File: config.mk
export PLATFORM = sky130hd
export DESIGN_NAME = memory_access
export DESIGN_NICKNAME = d
export VERILOG_FILES = /design/src/rtl/pipeline_pkg.sv /design/src/rtl/load_align.sv /design/src/rtl/memory_access.sv
export SDC_FILE = /design/constraint.sdc
export NUM_CORES = 1
export LEC_CHECK = 0
export BUFFER_PORTS_ARGS = -buffer_cell sky130_fd_sc_hd__buf_4
export CAP_MARGIN = 25
export CORE_AREA = 2 2 201 203
export DETAILED_ROUTE_END_ITERATION = 7
export DIE_AREA = 0 0 203 205
export PLACE_DENSITY = 0.48
export RECOVER_POWER = 100
export SLEW_MARGIN = 25
export SYNTH_ARGS = -nofsm -noshare
export SYNTH_HDL_FRONTEND = slang
export SYNTH_SLANG_ARGS = --single-unit
File: constraint.sdc
create_clock -name clk -period 11.7 [get_ports clk]
set_input_delay 0.585 -clock clk [delete_from_list [all_inputs] [get_ports clk]]
set_output_delay 0.585 -clock clk [all_outputs]
set_load 0.005 [all_outputs]
File: src/rtl/pipeline_pkg.sv
// Shared pipeline definitions: access sizes, trap causes, memory-stage FSM
// states and the data-bus request payload.
package pipeline_pkg;

  localparam int unsigned XLEN        = 32;
  localparam int unsigned STRB_W      = XLEN / 8;
  localparam int unsigned ECAUSE_W    = 4;

  localparam logic [1:0] SIZE_BYTE = 2'b00;
  localparam logic [1:0] SIZE_HALF = 2'b01;
  localparam logic [1:0] SIZE_WORD = 2'b10;

  localparam logic [ECAUSE_W-1:0] ECAUSE_ILLEGAL_INSTR     = 4'd2;
  localparam logic [ECAUSE_W-1:0] ECAUSE_LOAD_MISALIGNED  = 4'd4;
  localparam logic [ECAUSE_W-1:0] ECAUSE_STORE_MISALIGNED = 4'd6;

  typedef enum logic {
    ST_IDLE = 1'b0,
    ST_WAIT = 1'b1
  } ma_state_e;

  typedef struct packed {
    logic [XLEN-1:0]   address;
    logic [XLEN-1:0]   wdata;
    logic [STRB_W-1:0] strobe;
    logic              write;
  } mem_bus_t;

  // Natural alignment check; the reserved size code behaves like a word.
  function automatic logic is_aligned(input logic [1:0] size, input logic [1:0] lo);
    case (size)
      SIZE_BYTE: is_aligned = 1'b1;
      SIZE_HALF: is_aligned = ~lo[0];
      default:   is_aligned = (lo == 2'b00);
    endcase
  endfunction

  function automatic logic [STRB_W-1:0] strobe_for(input logic [1:0] size, input logic [1:0] lo);
    case (size)
      SIZE_BYTE: strobe_for = 4'b0001 << lo;
      SIZE_HALF: strobe_for = 4'b0011 << lo;
      default:   strobe_for = 4'b1111;
    endcase
  endfunction

  // Store data is copied into every lane so the strobes alone pick the bytes.
  function automatic logic [XLEN-1:0] replicate_store(input logic [1:0] size, input logic [XLEN-1:0] data);
    case (size)
      SIZE_BYTE: replicate_store = {4{data[7:0]}};
      SIZE_HALF: replicate_store = {2{data[15:0]}};
      default:   replicate_store = data;
    endcase
  endfunction

endpackage

File: src/rtl/load_align.sv
// Load result formatting: shift the addressed bytes down, truncate to the
// access size, then sign- or zero-extend.
module load_align
  import pipeline_pkg::*;
(
  input  logic [XLEN-1:0] rdata,
  input  logic [1:0]      addr_lo,
  input  logic [1:0]      size,
  input  logic            sign_ext,
  output logic [XLEN-1:0] data_c
);

  logic [XLEN-1:0] shifted;

  always_comb begin
    shifted = rdata >> {addr_lo, 3'b000};
    case (size)
      SIZE_BYTE: data_c = {{24{sign_ext & shifted[7]}}, shifted[7:0]};
      SIZE_HALF: data_c = {{16{sign_ext & shifted[15]}}, shifted[15:0]};
      default:   data_c = shifted;
    endcase
  end

endmodule

File: src/rtl/memory_access.sv
// Memory stage: issues one data-bus transaction per aligned load/store,
// flags misaligned accesses, and forwards the instruction to writeback.
module memory_access
  import pipeline_pkg::*;
#(
  parameter int unsigned ADDR_WIDTH = 32
) (
  input  logic                  clk,
  input  logic                  reset,
  input  logic                  valid_in,
  input  logic [ADDR_WIDTH-1:0] alu_addition_in,
  input  logic [31:0]           alu_data_in,
  input  logic [31:0]           rs2_data_in,
  input  logic                  load_in,
  input  logic                  store_in,
  input  logic [1:0]            load_store_size_in,
  input  logic                  load_signed_in,
  input  logic                  bypass_memory_in,
  input  logic                  exception_in,
  input  logic [3:0]            ecause_in,
  input  logic [31:0]           pc_in,
  input  logic [31:0]           next_pc_in,
  input  logic [31:0]           csr_data_in,
  input  logic [1:0]            write_select_in,
  input  logic [4:0]            rd_address_in,
  input  logic [11:0]           csr_address_in,
  input  logic                  csr_write_in,
  input  logic                  mret_in,
  input  logic                  wfi_in,
  input  logic                  stall,
  input  logic                  invalidate,
  output logic                  mem_req,
  output logic                  mem_write,
  output logic [ADDR_WIDTH-1:0] mem_address,
  output logic [31:0]           mem_wdata,
  output logic [3:0]            mem_strobe,
  input  logic                  mem_ready,
  input  logic [31:0]           mem_rdata,
  output logic                  mem_busy,
  output logic                  valid_out,
  output logic [31:0]           load_data_out,
  output logic                  exception_out,
  output logic [3:0]            ecause_out,
  output logic [31:0]           alu_data_out,
  output logic [31:0]           pc_out,
  output logic [31:0]           next_pc_out,
  output logic [31:0]           csr_data_out,
  output logic [1:0]            write_select_out,
  output logic [4:0]            rd_address_out,
  output logic [11:0]           csr_address_out,
  output logic                  csr_write_out,
  output logic                  mret_out,
  output logic                  wfi_out
);

  ma_state_e     state_q, state_d;
  mem_bus_t      bus_q, bus_d;
  logic          kill_q, kill_d;
  logic          valid_d, exc_d, req_d;
  logic [3:0]    ecause_d;
  logic [31:0]   ld_d, load_data_c;
  logic [1:0]    op_lo_q, op_size_q;
  logic          op_signed_q;
  logic          ls_c, aligned_c, misalign_c, bus_op_c, start_c, capture_c;

  always_comb begin
    ls_c       = valid_in && (load_in || store_in);
    aligned_c  = is_aligned(load_store_size_in, alu_addition_in[1:0]);
    misalign_c = ls_c && !exception_in && !aligned_c;
    bus_op_c   = ls_c && !exception_in && !bypass_memory_in && aligned_c;
    capture_c  = (state_q == ST_IDLE) && !stall;
    start_c    = capture_c && !invalidate && bus_op_c;
  end

  load_align u_load_align (
    .rdata    (mem_rdata),
    .addr_lo  (op_lo_q),
    .size     (op_size_q),
    .sign_ext (op_signed_q),
    .data_c   (load_data_c)
  );

  always_ff @(posedge clk) begin
    if (reset) state_q <= ST_IDLE;
    else       state_q <= state_d;
  end

  always_comb begin
    state_d = state_q;
    unique case (state_q)
      ST_IDLE: if (start_c)   state_d = ST_WAIT;
      ST_WAIT: if (mem_ready) state_d = ST_IDLE;
      default:                state_d = ST_IDLE;
    endcase
  end

  // Next values for all registered outputs; everything holds by default.
  always_comb begin
    valid_d  = valid_out;
    exc_d    = exception_out;
    ecause_d = ecause_out;
    kill_d   = kill_q;
    bus_d    = bus_q;
    ld_d     = load_data_out;
    unique case (state_q)
      ST_IDLE: begin
        kill_d = 1'b0;
        if (!stall) begin
          valid_d  = valid_in && !bus_op_c;
          exc_d    = exception_in || misalign_c;
          ecause_d = misalign_c ? (load_in ? ECAUSE_LOAD_MISALIGNED : ECAUSE_STORE_MISALIGNED)
                                : ecause_in;
          if (start_c) begin
            bus_d.address = {alu_addition_in[ADDR_WIDTH-1:2], 2'b00};
            bus_d.wdata   = replicate_store(load_store_size_in, rs2_data_in);
            bus_d.strobe  = strobe_for(load_store_size_in, alu_addition_in[1:0]);
            bus_d.write   = store_in;
          end
        end
        if (invalidate) valid_d = 1'b0;
      end
      ST_WAIT: begin
        // A flush during the transaction lets the bus finish but drops the result.
        kill_d = kill_q || invalidate;
        if (mem_ready) begin
          valid_d = !(kill_q || invalidate);
          ld_d    = load_data_c;
          kill_d  = 1'b0;
        end
      end
      default: ;
    endcase
    req_d = (state_d == ST_WAIT);
  end

  always_ff @(posedge clk) begin
    if (reset) begin
      valid_out     <= 1'b0;
      exception_out <= 1'b0;
      ecause_out    <= '0;
      kill_q        <= 1'b0;
      bus_q         <= '0;
      load_data_out <= '0;
      mem_req       <= 1'b0;
      mem_busy      <= 1'b0;
    end else begin
      valid_out     <= valid_d;
      exception_out <= exc_d;
      ecause_out    <= ecause_d;
      kill_q        <= kill_d;
      bus_q         <= bus_d;
      load_data_out <= ld_d;
      mem_req       <= req_d;
      mem_busy      <= req_d;
    end
  end

  // Payload registers are qualified by valid_out and need no reset.
  always_ff @(posedge clk) begin
    if (capture_c) begin
      alu_data_out     <= alu_data_in;
      pc_out           <= pc_in;
      next_pc_out      <= next_pc_in;
      csr_data_out     <= csr_data_in;
      write_select_out <= write_select_in;
      rd_address_out   <= rd_address_in;
      csr_address_out  <= csr_address_in;
      csr_write_out    <= csr_write_in;
      mret_out         <= mret_in;
      wfi_out          <= wfi_in;
      op_lo_q          <= alu_addition_in[1:0];
      op_size_q        <= load_store_size_in;
      op_signed_q      <= load_signed_in;
    end
  end

  assign mem_address = bus_q.address;
  assign mem_wdata   = bus_q.wdata;
  assign mem_strobe  = bus_q.strobe;
  assign mem_write   = bus_q.write;

endmodule

==> results.sh <==
export IMPL_outcome="finished with violations"
export IMPL_violations="capacitance limit, slew limit"
export IMPL_cts_buffers=31
export IMPL_cts_tree="done"
export IMPL_cts_resized_gates=0
export IMPL_postCtsSetupRepairBufs=0
export IMPL_root_buffer="clkbuf_16"
export IMPL_final_max_slew_viol_count=312
export IMPL_worst_hold_startpoint="next_pc_in[13]"
export IMPL_fin_crit_ps=5620
export IMPL_end_kind="flop"
export IMPL_drt_iter0_markers=338
export IMPL_grt_pass1_wl_mm=52.9
export IMPL_ys_types=42
export IMPL_synthMuxAreaShare_pct=4.62
export IMPL_critPathLaunch="mem_busy"
export IMPL_clockBufferDepth=3
export IMPL_worstPathArrival_ps=5930
export IMPL_synth_compound_area_share_pct=13.6
export IMPL_synth_top_family_by_area="compound AO/OA/AOI/OAI gates"
export IMPL_io_pins=522
export IMPL_yosys_warnings=0
export IMPL_syn_to_final_growth_pct=50.7
export IMPL_synthCells=741
export IMPL_final_cells=1797
export IMPL_cts_num_sinks=262
export IMPL_fin_crit_sh_pct=48.0
export IMPL_ys_seq_area_share_pct=71.2
export IMPL_n_fill_cell=3998
export IMPL_grt_pass1_vias=7752
export IMPL_maxCapViolations=7
export IMPL_syn_avg_cell_area_um2=12.9
export IMPL_synth_edf_count=155
export IMPL_die_y_um=205
export IMPL_r2r_start="mem_busy"
export IMPL_final_antenna_net_count=0
export IMPL_dp_cells=1735
export IMPL_crit_fanout=76
export IMPL_drt_wl_total_mm=37.9
export IMPL_fin_hold_ws_ps=213
export IMPL_synthTopCellsByArea="edfxtp_1 (49%), dfxtp_1 (22%), a21oi_1 (4.3%)"
export IMPL_synth_most_common_cell="edfxtp_1"
export IMPL_overflow=0
export IMPL_hold_viol=0
export IMPL_route_detailed_drc=0
export IMPL_dp_worst_setup_slack_ps=8640
export IMPL_rr_endpoint="exception_out"
export IMPL_grt_use_total_pct=17.1
export IMPL_synth_common_cells="edfxtp_1 (155), dfxtp_1 (107), a21oi_1 (82)"
export IMPL_regToRegSetupSlack_ps=6080
export IMPL_yosysTopAreaCell="edfxtp_1"
export IMPL_routedWlPerCell_um=21.1
export IMPL_num_rows=73
export IMPL_crit_path_start_kind="flop"
export IMPL_criticalPathCategory="reg -> reg"
export IMPL_setup_slack_ps=6080
export IMPL_ctsHtreeMaxLevel=1
export IMPL_fmax_ghz=0.178
export IMPL_gp_congestion=0.824
export IMPL_synthArstFlopShare_pct=0
export IMPL_clk_pin_slew_ps=60
export IMPL_start_util_pct=24.3
export IMPL_clock_latency_ps=570
export IMPL_dieArea_um2=41600
export IMPL_setup_viol_count_final=0
export IMPL_core_um2=39400
export IMPL_firstDrtPassIters=5
export IMPL_die_w_um=203
export IMPL_postCtsHoldBufs=0
export IMPL_yosys_area_top_type_share_pct=48.7
export IMPL_vias=8045
export IMPL_p_per_area_nw_per_um2=150
export IMPL_slew_headroom_pct=-191
export IMPL_p_leak_nw=5.44
export IMPL_num_nets_final=1507
export IMPL_min_to="next_pc_out[13]"
export IMPL_antenna_found_initial=5
export IMPL_tns_ps=0
export IMPL_layout_drive_gt1_share_pct=36.2
export IMPL_power_w=0.00216
export IMPL_detail_route_vias_per_cell=4.48
export IMPL_synth_ff_type="edfxtp_1"
export IMPL_worstRegToRegCells=5
export IMPL_hp_class="in -> reg"
export IMPL_grt_max_degree=79
export IMPL_dpl_hpwl_mm=28.4
export IMPL_tightest_slew_ps=4370
export IMPL_hold_path_depth=1
export IMPL_syn_area_um2=9550
export IMPL_rsz0062_at_grt="false"
export IMPL_synth_seq_cells=262
export IMPL_io_buffers=519
export IMPL_ir_drop_v=0.0000789
export IMPL_yosys_area_share_xor_xnor_pct=0
export IMPL_synth_fa_ha_area_share_pct=0
export IMPL_finalClockSkew_ps=14.5
export IMPL_yosys_area_share_simple_pct=7.59
export IMPL_critPathRequiredTime_ps=12020
sequential cells by signal, indices dropped and copies added, names as in the netlist, 5 cells and up:
register,flops
alu_data_out,32
csr_data_out,32
load_data_out,32
mem_wdata,32
next_pc_out,32
pc_out,32
mem_address,30
csr_address_out,12
rd_address_out,5
critical path, stage by stage, from the launching register on:
cell	delay [ps]
dfxtp_1	510
nor2_1	720
clkbuf_1	3050
o41ai_1	610
nor2_1	370
nor3_1	80
layout by cell type, fill, tap and decap left out, types with 4 or more instances in the layout:
cell type and count:
buf_4 111, o211ai_1 7, nand2_1 54, clkbuf_16 31, nand3_1 40, o21ai_0 59
a311oi_1 14, o2111ai_1 8, clkbuf_4 277, clkinv_1 6, a211oi_1 31, clkbuf_1 143
mux2i_1 25, nor2b_1 4, a21oi_1 82, clkinv_2 8, mux2_2 15, dfxtp_1 107
nor3_1 11, edfxtp_1 155, nor2_1 42
logic make-up (layout without fill, tap and decap cells):
kind of cell / count (synthesis) / count (layout)
buffers and inverters: 62 / 589
AOI/OAI and AO/OA: 213 / 213
and+or+nand+nor: 162 / 162
muxes: 41 / 41
other: 1 / 5
DFF: 262 / 262
power by group:
group | leakage [nW] | switching [W] | internal, W
Clock | 0.493 | 0.000396 | 0.000553
Sequential | 2.38 | 0.0000113 | 0.00102
Combinational | 2.57 | 0.0000928 | 0.0000936
Total | 5.44 | 0.000500 | 0.00166
routing by layer:
layer | share of wire [%] | global-route usage, % | wire length, um | vias up
li1 | - | - | - | 3785
met1 | 37 | 19.1 | 14100 | 3851
met2 | 51 | 29.9 | 19200 | 360
met3 | 10 | 6.73 | 3900 | 45
met4 | 1.9 | 5.14 | 710 | 4
met5 | 0.063 | 0 | 24 | -
per-stage QoR:
stage               util (%)  cell area, um^2
floorplan                  -             9550
global placement        35.3            13900
detailed placement      35.4            13900
CTS                     37.9            14900
global route            36.6            14400
finish                  36.6            14400
how the worst max path moves through the flow:
stage                    end  depth (start not counted)
6_report       exception_out                          5
5_1_grt        exception_out                          5
4_1_cts        exception_out                          5
3_5_place_dp   mem_wdata[15]                          7
3_3_place_gp   mem_wdata[14]                          6
2_1_floorplan  ecause_out[2]                          4
cell type report:
class	count	area [um^2]	area share, %
antenna	3	7.51	0.0522
clock buffer	34	787	5.47
clock inverter	24	214	1.49
inverter	2	7.51	0.0522
multi-input combinational	418	2470	17.2
sequential	262	6800	47.2
tap	525	657	4.57
timing repair buffer	529	3450	24.0
Note: power is estimated with default switching activity, not from simulation.
